<file path="src/rtl/mem_arb_pkg.sv">
// Shared definitions for the two-master RAM arbiter.
// Holds the FSM state encoding, master indices and default widths.
package mem_arb_pkg;

    typedef enum logic [1:0] {
        ARB_IDLE = 2'd0,
        ARB_OWN0 = 2'd1,
        ARB_OWN1 = 2'd2
    } arb_state_t;

    localparam logic M0 = 1'b0;
    localparam logic M1 = 1'b1;

    localparam int AW_DEF       = 16;
    localparam int DW_DEF       = 16;
    localparam int MAX_HOLD_DEF = 8;

endpackage

</file>
<file path="src/rtl/mem_arbiter2_if.sv">
// Bus bundle between two masters, the arbiter and a single-port RAM.
// Ports: req/we/addr/wdata and gnt/rvalid per master, shared rdata,
// and the RAM side mem_addr/mem_wdata/mem_we/mem_q.
// slave = arbiter view, master = masters + RAM view.
interface mem_arbiter2_if
    import mem_arb_pkg::*;
#(
    parameter int AW = AW_DEF,
    parameter int DW = DW_DEF
);
    logic          req0;
    logic          req1;
    logic          we0;
    logic          we1;
    logic [AW-1:0] addr0;
    logic [AW-1:0] addr1;
    logic [DW-1:0] wdata0;
    logic [DW-1:0] wdata1;
    logic          gnt0;
    logic          gnt1;
    logic          rvalid0;
    logic          rvalid1;
    logic [DW-1:0] rdata;
    logic [AW-1:0] mem_addr;
    logic [DW-1:0] mem_wdata;
    logic          mem_we;
    logic [DW-1:0] mem_q;

    modport slave (
        input  req0, req1, we0, we1, addr0, addr1,
        input  wdata0, wdata1, mem_q,
        output gnt0, gnt1, rvalid0, rvalid1, rdata,
        output mem_addr, mem_wdata, mem_we
    );

    modport master (
        output req0, req1, we0, we1, addr0, addr1,
        output wdata0, wdata1, mem_q,
        input  gnt0, gnt1, rvalid0, rvalid1, rdata,
        input  mem_addr, mem_wdata, mem_we
    );
endinterface

</file>
<file path="src/rtl/arb_hold_counter.sv">
// Ownership length counter for the arbiter.
// Ports: Clock, Resetn (sync, active-low), i_clr (new owner),
// i_en (owner cycle), o_at_limit (current cycle is the last allowed).
module arb_hold_counter
    import mem_arb_pkg::*;
#(
    parameter int MAX_HOLD = MAX_HOLD_DEF
) (
    input  logic Clock,
    input  logic Resetn,
    input  logic i_clr,
    input  logic i_en,
    output logic o_at_limit
);
    localparam int CW = $clog2(MAX_HOLD + 1);
    localparam logic [CW-1:0] CNT_MAX  = CW'(MAX_HOLD);
    localparam logic [CW-1:0] CNT_LAST = CW'(MAX_HOLD - 1);

    logic [CW-1:0] r_cnt;

    always_ff @(posedge Clock) begin
        if (!Resetn) begin
            r_cnt <= '0;
        end else if (i_clr) begin
            r_cnt <= '0;
        end else if (i_en && (r_cnt != CNT_MAX)) begin
            r_cnt <= r_cnt + CW'(1);
        end
    end

    // r_cnt counts completed owner cycles, so the MAX_HOLD-th granted
    // cycle is the one where r_cnt == MAX_HOLD-1; saturation keeps a
    // long uncontended owner at the limit once contention appears.
    assign o_at_limit = (r_cnt == CNT_LAST) || (r_cnt == CNT_MAX);

endmodule

</file>
<file path="src/rtl/mem_arbiter2.sv">
// Round-robin arbiter sharing one synchronous single-port RAM.
// Ports: Clock, Resetn (sync, active-low), bus (slave modport) with
// per-master req/we/addr/wdata/gnt/rvalid, rdata and the RAM mem_* side.
module mem_arbiter2
    import mem_arb_pkg::*;
#(
    parameter int AW       = AW_DEF,
    parameter int DW       = DW_DEF,
    parameter int MAX_HOLD = MAX_HOLD_DEF
) (
    input  logic           Clock,
    input  logic           Resetn,
    mem_arbiter2_if.slave  bus
);
    arb_state_t r_state;
    arb_state_t w_next;
    logic       r_last;
    logic       r_rvalid0;
    logic       r_rvalid1;
    logic       w_at_limit;
    logic       w_clr;
    logic       w_en;
    logic       w_gnt0;
    logic       w_gnt1;

    always_ff @(posedge Clock) begin
        if (!Resetn) begin
            r_state <= ARB_IDLE;
        end else begin
            r_state <= w_next;
        end
    end

    always_comb begin
        w_next = r_state;
        unique case (r_state)
            ARB_IDLE: begin
                if (bus.req0 && bus.req1) begin
                    w_next = (r_last == M1) ? ARB_OWN0 : ARB_OWN1;
                end else if (bus.req0) begin
                    w_next = ARB_OWN0;
                end else if (bus.req1) begin
                    w_next = ARB_OWN1;
                end else begin
                    w_next = ARB_IDLE;
                end
            end
            ARB_OWN0: begin
                if (bus.req0) begin
                    if (bus.req1 && w_at_limit) begin
                        w_next = ARB_OWN1;
                    end
                end else if (bus.req1) begin
                    w_next = ARB_OWN1;
                end else begin
                    w_next = ARB_IDLE;
                end
            end
            ARB_OWN1: begin
                if (bus.req1) begin
                    if (bus.req0 && w_at_limit) begin
                        w_next = ARB_OWN0;
                    end
                end else if (bus.req0) begin
                    w_next = ARB_OWN0;
                end else begin
                    w_next = ARB_IDLE;
                end
            end
            default: w_next = ARB_IDLE;
        endcase
    end

    always_comb begin
        w_gnt0        = 1'b0;
        w_gnt1        = 1'b0;
        bus.mem_addr  = '0;
        bus.mem_wdata = '0;
        bus.mem_we    = 1'b0;
        unique case (r_state)
            ARB_OWN0: begin
                w_gnt0        = 1'b1;
                bus.mem_addr  = bus.addr0;
                bus.mem_wdata = bus.wdata0;
                bus.mem_we    = bus.req0 & bus.we0;
            end
            ARB_OWN1: begin
                w_gnt1        = 1'b1;
                bus.mem_addr  = bus.addr1;
                bus.mem_wdata = bus.wdata1;
                bus.mem_we    = bus.req1 & bus.we1;
            end
            default: ;
        endcase
    end

    // Any move into an owner state (from idle or a handover) is an entry.
    assign w_clr = (w_next != ARB_IDLE) && (w_next != r_state);
    assign w_en  = (r_state != ARB_IDLE);

    arb_hold_counter #(
        .MAX_HOLD (MAX_HOLD)
    ) u_hold (
        .Clock      (Clock),
        .Resetn     (Resetn),
        .i_clr      (w_clr),
        .i_en       (w_en),
        .o_at_limit (w_at_limit)
    );

    // rvalid follows the issuing master, not the current owner.
    always_ff @(posedge Clock) begin
        if (!Resetn) begin
            r_last    <= M1;
            r_rvalid0 <= 1'b0;
            r_rvalid1 <= 1'b0;
        end else begin
            if (w_clr) begin
                r_last <= (w_next == ARB_OWN1) ? M1 : M0;
            end
            r_rvalid0 <= w_gnt0 & bus.req0 & ~bus.we0;
            r_rvalid1 <= w_gnt1 & bus.req1 & ~bus.we1;
        end
    end

    assign bus.gnt0    = w_gnt0;
    assign bus.gnt1    = w_gnt1;
    assign bus.rvalid0 = r_rvalid0;
    assign bus.rvalid1 = r_rvalid1;
    assign bus.rdata   = bus.mem_q;

endmodule
</file>
<file path="src/flat_wrapper.sv">
// flat-port wrapper written by rule: the top's interface ports become plain ports
module mem_arbiter2_flat import mem_arb_pkg::*;
#(
    parameter int AW       = AW_DEF,
    parameter int DW       = DW_DEF,
    parameter int MAX_HOLD = MAX_HOLD_DEF
)
  (Clock, Resetn, bus_req0, bus_req1, bus_we0, bus_we1, bus_addr0, bus_addr1, bus_wdata0, bus_wdata1, bus_mem_q, bus_gnt0, bus_gnt1, bus_rvalid0, bus_rvalid1, bus_rdata, bus_mem_addr, bus_mem_wdata, bus_mem_we);
  mem_arbiter2_if #(.AW(AW), .DW(DW)) bus_i ();
  input  logic Clock;
  input  logic Resetn;
  input wire logic [$bits(bus_i.req0)-1:0] bus_req0;
  input wire logic [$bits(bus_i.req1)-1:0] bus_req1;
  input wire logic [$bits(bus_i.we0)-1:0] bus_we0;
  input wire logic [$bits(bus_i.we1)-1:0] bus_we1;
  input wire logic [$bits(bus_i.addr0)-1:0] bus_addr0;
  input wire logic [$bits(bus_i.addr1)-1:0] bus_addr1;
  input wire logic [$bits(bus_i.wdata0)-1:0] bus_wdata0;
  input wire logic [$bits(bus_i.wdata1)-1:0] bus_wdata1;
  input wire logic [$bits(bus_i.mem_q)-1:0] bus_mem_q;
  output wire logic [$bits(bus_i.gnt0)-1:0] bus_gnt0;
  output wire logic [$bits(bus_i.gnt1)-1:0] bus_gnt1;
  output wire logic [$bits(bus_i.rvalid0)-1:0] bus_rvalid0;
  output wire logic [$bits(bus_i.rvalid1)-1:0] bus_rvalid1;
  output wire logic [$bits(bus_i.rdata)-1:0] bus_rdata;
  output wire logic [$bits(bus_i.mem_addr)-1:0] bus_mem_addr;
  output wire logic [$bits(bus_i.mem_wdata)-1:0] bus_mem_wdata;
  output wire logic [$bits(bus_i.mem_we)-1:0] bus_mem_we;
  assign bus_i.req0 = bus_req0;
  assign bus_i.req1 = bus_req1;
  assign bus_i.we0 = bus_we0;
  assign bus_i.we1 = bus_we1;
  assign bus_i.addr0 = bus_addr0;
  assign bus_i.addr1 = bus_addr1;
  assign bus_i.wdata0 = bus_wdata0;
  assign bus_i.wdata1 = bus_wdata1;
  assign bus_i.mem_q = bus_mem_q;
  assign bus_gnt0 = bus_i.gnt0;
  assign bus_gnt1 = bus_i.gnt1;
  assign bus_rvalid0 = bus_i.rvalid0;
  assign bus_rvalid1 = bus_i.rvalid1;
  assign bus_rdata = bus_i.rdata;
  assign bus_mem_addr = bus_i.mem_addr;
  assign bus_mem_wdata = bus_i.mem_wdata;
  assign bus_mem_we = bus_i.mem_we;
  mem_arbiter2 #(.AW(AW), .DW(DW), .MAX_HOLD(MAX_HOLD)) u_core (.Clock(Clock), .Resetn(Resetn), .bus(bus_i));
endmodule
</file>
<file path="config.mk">
export PLATFORM = sky130hd
export DESIGN_NAME = mem_arbiter2_flat
export DESIGN_NICKNAME = d
export VERILOG_FILES = /design/src/rtl/mem_arb_pkg.sv /design/src/rtl/mem_arbiter2_if.sv /design/src/rtl/arb_hold_counter.sv /design/src/rtl/mem_arbiter2.sv /design/src/flat_wrapper.sv
export SDC_FILE = /design/constraint.sdc
export NUM_CORES = 1
export LEC_CHECK = 0
export CAP_MARGIN = 40
export CORE_AREA = 2 2 53 55
export DETAILED_ROUTE_END_ITERATION = 12
export DIE_AREA = 0 0 55 57
export DONT_BUFFER_PORTS = 1
export GPL_ROUTABILITY_DRIVEN = 0
export GPL_TIMING_DRIVEN = 0
export PLACE_DENSITY = 0.76
export REMOVE_ABC_BUFFERS = 1
export SETUP_SLACK_MARGIN = 0.2
export SKIP_CTS_REPAIR_TIMING = 1
export SLEW_MARGIN = 15
export SYNTH_ARGS = -nofsm -noshare
export SYNTH_HDL_FRONTEND = slang
export SYNTH_SLANG_ARGS = --single-unit
</file>
<file path="constraint.sdc">
create_clock -name Clock -period 2.4 [get_ports Clock]
set_clock_uncertainty 0.05 [all_clocks]
set_input_delay 0.48 -clock Clock [delete_from_list [all_inputs] [get_ports Clock]]
set_output_delay 0.48 -clock Clock [all_outputs]
set_load 0.02 [all_outputs]
</file>
Yosys cells after proc, flatten, opt, wreduce, memory -nomap -nowiden --
Index checks and enable logic that the tools add are counted. Widths: inputs -> output; s select.
Operators by class: shift operators 0, equal/unequal tests 7, bitwise logic cells 9, magnitude comparators 0, multipliers 0, divide/modulo/power cells 0, reduce and logical (&&, ||, !) cells 10, mux-type cells 16, add/sub/neg operators 1
Operator list (number):
- $pmux 16 s2 | 2
- $mux 2 | 8
- $and 1x1->1 | 6
- $pmux 2 s3 | 1
- $logic_and 1x1->1 | 5
- $add 4x1->4 const B | 1
- $eq 2x2->1 const B | 2
- $eq 4x3->1 const B | 1
- $eq 4x4->1 const B | 1
- $mux 1 | 4
- $ne 4x4->1 const B | 1
- $reduce_bool 2->1 | 2
- $not 1->1 | 3
- $eq 2x1->1 const B | 1
- $logic_not 2->1 | 1
- $ne 2x2->1 | 1
- $pmux 1 s2 | 1
- $reduce_or 2->1 | 1
- $logic_or 1x1->1 | 1
Storage, ports and cells: bits in read-only memories 0, latch bits 0, memory bits (writable) 0, register bits 9, output and inout bits 53, memories kept 0, input bits 86

Depth between registers and ports, before layout --
Gate-level depths: netlist of run 1.
depth in word-level cells 9, depth in mapped cells 9, mapped depth without buffers 8

Hierarchy --
From an unflattened synthesis of run 1, not the netlist that was laid out.
Second synthesis, totals: cell total of the unflattened synthesis 168, area, all modules 1287.5 um^2
By module, submodules not included:
- mem_arbiter2 | instances 1, area each 1052.3 um^2, cells an instance 143, sequential area each 100.1 um^2
- arb_hold_counter | instances 1, area each 235.2 um^2, cells an instance 25, sequential area each 80.1 um^2

Least setup slack after synthesis of run 1 --
No wires, ideal clock.
path kind register to output, from register u_core.r_state[0], to output port bus_mem_we, arrival time 1.996 ns, path buffers 2, required time 1.870 ns, stages on the path, launching flop included 7, path slack -0.126 ns, cells stage by stage dfxtp_1 -> inv_1 -> ha_1 -> clkbuf_1 -> buf_1 -> nand3_1 -> a21boi_0
On the way: longest elaborated chain between the ends 2, elaborated cells between the ends (all ways) 3
RTL lines:
- start: declaration | RTL line mem_arbiter2.sv:15 | arb_state_t r_state;
- start signal: assignment | RTL line mem_arbiter2.sv:30 | r_state <= w_next;
- $eq 2x2->1 / $eq 2x1->1 (equally long branches) | RTL line mem_arbiter2.sv:80 | unique case (r_state)
- $pmux 1 s2 (*) | RTL line mem_arbiter2.sv:80
- end: declaration | RTL line flat_wrapper.sv:28 | output wire logic [$bits(bus_i.mem_we)-1:0] bus_mem_we;
Every way passes the cells marked *; elsewhere a longest branch is shown, timed or not.

Worst setup path after layout of run 1 --
from register u_core.r_state[0], to output port bus_mem_wdata[9]
On the way: longest elaborated chain between the ends 2, elaborated cells between the ends (all ways) 3
RTL lines:
- $eq 2x2->1 / $eq 2x1->1 (equally long branches) | RTL line mem_arbiter2.sv:80
- $pmux 16 s2 (*) | RTL line mem_arbiter2.sv:80
- end: declaration | RTL line flat_wrapper.sv:27 | output wire logic [$bits(bus_i.mem_wdata)-1:0] bus_mem_wdata;
Marks and branches as above.

==> results of run 1 <==
[layout by cell type, fill, tap and decap left out, drive strengths merged, types with 2 or more instances in the layout]
master   count
ha           6
and4b        2
a211o        2
a21oi        4
clkbuf       5
nand2        8
nand4b       2
nor2b       32
buf         12
and3b        3
a22oi       32
nor3b        5
nor2         5
inv          3
nand3        3
xnor2        3
a2111oi      2
o211ai       2
dfxtp        9
[through the flow]
stage / hold slack [ps] / instances / setup slack [ps] / total power (uW) / TNS, ps
2_1_floorplan: 410 / 136 / -276 / 449 / -4190
3_3_place_gp: 445 / 167 / -685 / 485 / -17070
3_5_place_dp: 466 / 168 / -318 / 504 / -2430
4_1_cts: 221 / 172 / -465 / 628 / -12530
5_1_grt: 224 / 185 / 123 / 860 / 0
6_report: 229 / 185 / 195 / 815 / 0
[power groups by stage]
stage	registers, uW	logic (uW)	clock network [uW]
6_report	180	512	123
5_1_grt	181	545	135
4_1_cts	175	327	127
3_5_place_dp	178	326	0
3_3_place_gp	177	307	0
2_1_floorplan	174	275	0
[synthesized netlist by cell type (2+ instances only)]
library cell               count  area, um^2
sky130_fd_sc_hd__nor3b_1       4        30.0
sky130_fd_sc_hd__dfxtp_1       9         180
sky130_fd_sc_hd__nor2b_1      32         200
sky130_fd_sc_hd__inv_1         4        15.0
sky130_fd_sc_hd__nand3_1       3        15.0
sky130_fd_sc_hd__nand2_1       8        30.0
sky130_fd_sc_hd__xnor2_1       3        26.3
sky130_fd_sc_hd__buf_1         2        7.51
sky130_fd_sc_hd__nor2_1        4        15.0
sky130_fd_sc_hd__o211ai_1      2        15.0
sky130_fd_sc_hd__buf_4        16         120
sky130_fd_sc_hd__and3b_1       2        17.5
sky130_fd_sc_hd__nand4b_1      2        17.5
sky130_fd_sc_hd__a21oi_1       3        15.0
sky130_fd_sc_hd__ha_1          6        75.1
sky130_fd_sc_hd__clkbuf_1     11        41.3
sky130_fd_sc_hd__and4b_2       2        22.5
sky130_fd_sc_hd__a22oi_1      32         240
[area by class of cell]
cell class | count | area [um^2] | area share, %
clock buffers | 3 | 22.5 | 1.38
clock inverters | 1 | 5.00 | 0.307
inverters | 4 | 18.8 | 1.15
multi-input cells | 123 | 1240 | 75.7
flip-flops and latches | 9 | 185 | 11.3
well taps | 31 | 38.8 | 2.38
repair buffers | 14 | 126 | 7.74
[flip-flops by register name, summed over array words and instances (netlist names)]
register             flops
u_core.bus.rvalid0       1
u_core.bus.rvalid1       1
u_core.r_last            1
u_core.r_state           2
u_core.u_hold.r_cnt      4
[worst paths after layout]
check / slack (ps) / startpoint / to
setup reg to reg: 220 / u_core.r_state[0] / u_core.u_hold.r_cnt[0]
setup / recovery: 200 / u_core.r_state[0] / bus_mem_wdata[9]
hold reg to reg: 490 / u_core.r_last / u_core.r_last
hold / removal: 230 / bus_we0 / u_core.bus.rvalid0
[routing by layer]
layer | share of wire, % | track usage, % | up-vias
met5 | 0 | 0 | -
met4 | 0.36 | 7.32 | 0
met3 | 15 | 17.5 | 4
met2 | 49 | 32.5 | 86
met1 | 35 | 23.2 | 596
li1 | - | - | 565
[worst register-to-register path, stage by stage (launching register included)]
cell                         delay, ps
sky130_fd_sc_hd__dfxtp_4           370
sky130_fd_sc_hd__clkinvlp_4        150
sky130_fd_sc_hd__ha_4              240
sky130_fd_sc_hd__buf_4             190
sky130_fd_sc_hd__nand2_1           100
sky130_fd_sc_hd__a211o_1           270
sky130_fd_sc_hd__o211a_4           260
sky130_fd_sc_hd__a21o_1            180
sky130_fd_sc_hd__a21oi_4           180
sky130_fd_sc_hd__nor2_1             80
[cells by family after synthesis]
family,Yosys count,synth area share [%]
mux,2,1.64
simple gates,62,30.2
fa+ha+maj,6,5.80
xor+xnor,3,2.03
flops,9,13.9
buf+inv,34,15.1
compound gates,50,31.3
==> metrics.log, run 1 <==
[metrics] number of antenna violations at the first check in global routing: 0
[metrics] total DRC errors in the routed layout: 0
[metrics] global-route wire length before repair: 4.91 mm
[metrics] CP max-delay cell: sky130_fd_sc_hd__dfxtp_4
[metrics] net switching power figure: 346 uW
[metrics] max-cap viol count: 0
[metrics] detailed router's first-iteration violation count: 38
[metrics] # setup viols final: 0
[metrics] Via density: 6.76
[metrics] Leak Pwr: 0.000486 uW
[metrics] Synth Warn #: 0
[metrics] CTS HTree Levels: 1
[metrics] share of the clock period used by the worst path: 91.9%
[metrics] critical path fanouts, max: 18
[metrics] Least-Margin Pin Slew: 332 ps
[metrics] worst reg2reg path depth: 9
[metrics] total clock buffers created by CTS: 3
[metrics] Slew Limit Fails: 0
[metrics] Initial Utilization: 49.5%
[metrics] Cell Chain, Critical Path: clkinvlp_4 -> ha_4 -> buf_6 -> a22oi_1 -> nor2b_4
[metrics] number of placement rows: 19
[metrics] DR WL/cell: 24.0 um
[metrics] detailed placement HPWL: 2.83 mm
[metrics] sequential cell area fraction in the yosys report: 13.9%
[metrics] commonest register cell after synthesis: sky130_fd_sc_hd__dfxtp_1
[metrics] # clock sinks: 9
[metrics] ANT cells: 0
[metrics] switching power as a share of total power: 42.4%
[metrics] total length of routed wires: 4.44 mm
[metrics] synthesized netlist cell count: 166
[metrics] power density relative to cell area: 499 mW/mm^2
[metrics] Placed Area: 0.00117 mm^2
[metrics] fraction of final layout cells with drive strength greater than 1: 55.8%
[metrics] Die Footprint: 0.00314 mm^2
[metrics] clock share of power: 15.1%
[metrics] status: finished, final reports clean
[metrics] synthesis-to-finish area growth: 26.1%
[metrics] Top Ports: 139
[metrics] total of fill cells in the finished design: 207
[metrics] GRT overflow: 0
[metrics] worst slew slack as a fraction of its limit: 77.8%
[metrics] maximum count of clock buffers along a single path: 2
[metrics] number of nets in the layout: 247
[metrics] Worst path top cell family by delay: flip-flops
[metrics] register share of total power: 22.0%
[metrics] TritonCTS clock tree: built
[metrics] nature of the critical path endpoint: primary output
[metrics] Unique masters post-synth: 39
[metrics] number of buffers and inverters on the critical path: 2
[metrics] Cells on Worst Hold Path: 1
[metrics] Hold WC Path Type: in2reg
[metrics] number of global-route vias before repair: 1,014
[metrics] internal power contribution: 469 uW
[metrics] clock tree root driver cell: sky130_fd_sc_hd__clkbuf_4
[metrics] netlist area before placement: 0.00129 mm^2
[metrics] number of failing hold endpoints at the final stage: 0
[metrics] horizontal die dimension: 55 um
[metrics] maximum frequency from static timing analysis: 0.454 GHz
[metrics] peak per-stage delay on the critical path: 390 ps
[metrics] Post-Synthesis Mean Instance Area: 7.80 um^2
[metrics] ANT nets after route: 0
[metrics] Post-synth EDFFs: 0
[metrics] count of input and output buffers: 0
[metrics] Max IR drop VDD: 0.309 mV
[metrics] number of logic stages on the critical path including buffering: 5
[metrics] number of storage elements in the synthesis netlist: 9
[metrics] Clock transition at path regs: 70 ps
[metrics] Detailed Routing Iterations Pass 1: 4
[metrics] pin count of the biggest net entering global routing: 39
[metrics] via count of the routed design: 1,251
[metrics] core region area: 0.00262 mm^2
[metrics] Worst Setup Path Type: reg2out
[metrics] nature of the critical path startpoint: flop
[metrics] final core utilization: 62.4%
[metrics] RSZ-0062 raised after global routing: yes
[metrics] clock latency of the later-clocked register in the worst-skew pair: 270 ps
[metrics] proportion of synthesized flip-flops having asynchronous set or reset: 0%
[metrics] Combinational Power Share: 62.8%
[metrics] final design area excluding fillers: 0.00163 mm^2
[metrics] data required time at the worst endpoint: 1870 ps
[metrics] final worst path period need: 2200 ps
[metrics] aggregate global-route resource usage: 21.9%
[metrics] die height: 57 um
[metrics] critical path data arrival time: 1670 ps
(Power assumes the default switching activity.)
==> inputs of run 2 (changes only) <==
--- a/config.mk
+++ b/config.mk
@@ -13,6 +13,7 @@
 export GPL_ROUTABILITY_DRIVEN = 0
 export GPL_TIMING_DRIVEN = 0
 export PLACE_DENSITY = 0.76
+export RECOVER_POWER = 25
 export REMOVE_ABC_BUFFERS = 1
 export SETUP_SLACK_MARGIN = 0.2
 export SKIP_CTS_REPAIR_TIMING = 1
==> results of run 2 <==
Same layout as run 1: the final DEF is identical, and so are final timing and power.
==> inputs of run 3 (changes only) <==
--- a/config.mk
+++ b/config.mk
@@ -6,13 +6,15 @@
 export NUM_CORES = 1
 export LEC_CHECK = 0
 export CAP_MARGIN = 40
-export CORE_AREA = 2 2 53 55
+export CORE_MARGIN = 2
+export CORE_UTILIZATION = 35
+export CTS_CLUSTER_SIZE = 10
 export DETAILED_ROUTE_END_ITERATION = 12
-export DIE_AREA = 0 0 55 57
 export DONT_BUFFER_PORTS = 1
 export GPL_ROUTABILITY_DRIVEN = 0
 export GPL_TIMING_DRIVEN = 0
-export PLACE_DENSITY = 0.76
+export MAX_ROUTING_LAYER = met4
+export PLACE_DENSITY = 0.59
 export RECOVER_POWER = 25
 export REMOVE_ABC_BUFFERS = 1
 export SETUP_SLACK_MARGIN = 0.2
==> metrics.log, run 3 (synthesized netlist as in run 1, its figures left out) <==
[metrics] status: finished, final reports clean
[metrics] footprint of the multi-input gates: 0.00107 mm^2
[metrics] total DRC errors in the routed layout: 0
[metrics] Non-Filler Instances: 200
[metrics] Least-Margin Pin Slew: 320 ps
[metrics] worst slew slack as a fraction of its limit: 78.1%
[metrics] total length of routed wires: 4.12 mm
[metrics] number of buffers and inverters on the critical path: 2
[metrics] slack of the worst reg-to-reg path: 310 ps
[metrics] # clock sinks: 9
[metrics] fraction of final layout cells with drive strength greater than 1: 44.1%
[metrics] total clock buffers created by CTS: 3
[metrics] largest register by flop count: u_core.u_hold.r_cnt
[metrics] # setup viols final: 0
[metrics] detailed router's first-iteration violation count: 26
[metrics] power density relative to cell area: 535 mW/mm^2
[metrics] final worst path period need: 2180 ps
[metrics] global-route wire length before repair: 4.96 mm
[metrics] horizontal die dimension: 64.8 um
[metrics] number of placement rows: 22
[metrics] share of the clock period used by the worst path: 90.7%
[metrics] total of fill cells in the finished design: 361
[metrics] Max IR drop VDD: 0.361 mV
[metrics] commonest cells after routing, fill and taps aside: sky130_fd_sc_hd__a22oi_1, sky130_fd_sc_hd__nor2b_2, sky130_fd_sc_hd__nand2_1
[metrics] final core utilization: 40.6%
[metrics] maximum frequency from static timing analysis: 0.459 GHz
[metrics] PnR worst setup slack: 222 ps
[metrics] Slew Limit Fails: 0
[metrics] reg-to-reg critical path startpoint: u_core.u_hold.r_cnt[0]
[metrics] Worst Setup Path Type: reg2out
[metrics] clock latency of the later-clocked register in the worst-skew pair: 230 ps
[metrics] count of input and output buffers: 0
[metrics] number of failing hold endpoints at the final stage: 0
[metrics] Initial Utilization: 35.9%
[metrics] TritonCTS clock tree: built
[metrics] critical path data arrival time: 1650 ps
[metrics] ANT nets after route: 0
[metrics] CP max-delay cell: sky130_fd_sc_hd__dfxtp_2
[metrics] core region area: 0.00361 mm^2
[metrics] GRT overflow: 0
[metrics] nature of the critical path startpoint: flop
[metrics] hold path startpoint: bus_we0
[metrics] max-cap viol count: 0
[metrics] aggregate global-route resource usage: 15.3%
[metrics] synthesis-to-finish area growth: 12.9%
[metrics] DR WL/cell: 20.6 um
[metrics] Cell Chain, Critical Path: clkinvlp_4 -> ha_4 -> buf_4 -> a22oi_1 -> nor2b_2
[metrics] pin count of the biggest net entering global routing: 39
[metrics] number of global-route vias before repair: 1,062
[metrics] die height: 64.8 um
[metrics] critical path fanouts, max: 9
[metrics] via count of the routed design: 1,248
[metrics] CTS HTree Levels: 1
[metrics] detailed placement HPWL: 2.59 mm
[metrics] Cells on Worst Hold Path: 1
[metrics] Regs by FF count: u_core.u_hold.r_cnt (4), u_core.r_state (2)
[metrics] flip-flop and latch area: 183 um^2
[metrics] Leak Pwr: 0.000434 uW
[metrics] clock tree root driver cell: sky130_fd_sc_hd__clkbuf_8
[metrics] R2R Path End: u_core.r_last
[metrics] Via density: 6.24
[metrics] Worst path top cell family by delay: flip-flops
[metrics] RSZ-0062 raised after global routing: yes
[metrics] worst-case setup slack after placement: -349 ps
[metrics] ANT cells: 0
[metrics] maximum count of clock buffers along a single path: 2
[metrics] number of antenna violations at the first check in global routing: 0
[metrics] Die Footprint: 0.00420 mm^2
[metrics] Detailed Routing Iterations Pass 1: 4
[metrics] peak per-stage delay on the critical path: 400 ps
[metrics] number of nets in the layout: 245
[metrics] smallest hold slack: 272 ps
[metrics] worst reg2reg path depth: 9
[metrics] Top Ports: 139
[metrics] hold-critical path endpoint: u_core.bus.rvalid0
[metrics] Clock transition at path regs: 40 ps
[metrics] nature of the critical path endpoint: primary output
[metrics] data required time at the worst endpoint: 1870 ps
[metrics] Hold WC Path Type: in2reg
[metrics] flip-flop count of the largest register after layout: 4
[metrics] Inst Count DP: 184
-- run 3: through the flow --
stage	TNS, ps	total power [uW]	cell area, um^2
floorplan	-4190	449	1110
global placement	-18060	490	1170
detailed placement	-2650	501	1180
CTS	-11170	678	1220
global route	0	830	1460
finish	0	782	1460
-- run 3: layout make-up --
| type | instances | share of cell area, % |
|---|---|---|
| multi-input cells | 123 | 72.9 |
| flip-flops and latches | 9 | 12.5 |
| repair buffers | 12 | 6.16 |
| clock buffers | 4 | 3.08 |
| well taps | 48 | 4.11 |
| inverters | 4 | 1.28 |
-- run 3: routing by layer --
layer	track usage [%]	share of wire [%]	wire length, um
met5	-	0	0
met4	4.52	0.22	9
met3	7.29	11	462
met2	25.4	53	2200
met1	16.1	35	1460
-- run 3: worst max path at each step --
stage / from / depth (start not counted) / slack [ps] / end
floorplan: u_core.r_state[0] / 8 / -280 / u_core.u_hold.r_cnt[1]
global placement: u_core.r_state[0] / 8 / -730 / u_core.u_hold.r_cnt[1]
detailed placement: u_core.r_state[0] / 8 / -350 / u_core.u_hold.r_cnt[3]
CTS: u_core.r_state[1] / 3 / -440 / bus_mem_we
global route: u_core.r_state[0] / 5 / 150 / bus_mem_wdata[10]
finish: u_core.r_state[0] / 5 / 220 / bus_mem_addr[9]
-- run 3: power by group --
part,switching (uW),internal (uW),total [uW]
Clock,56.3,115,172
Combinational,235,196,431
Sequential,17.0,163,180
Total,308,474,782
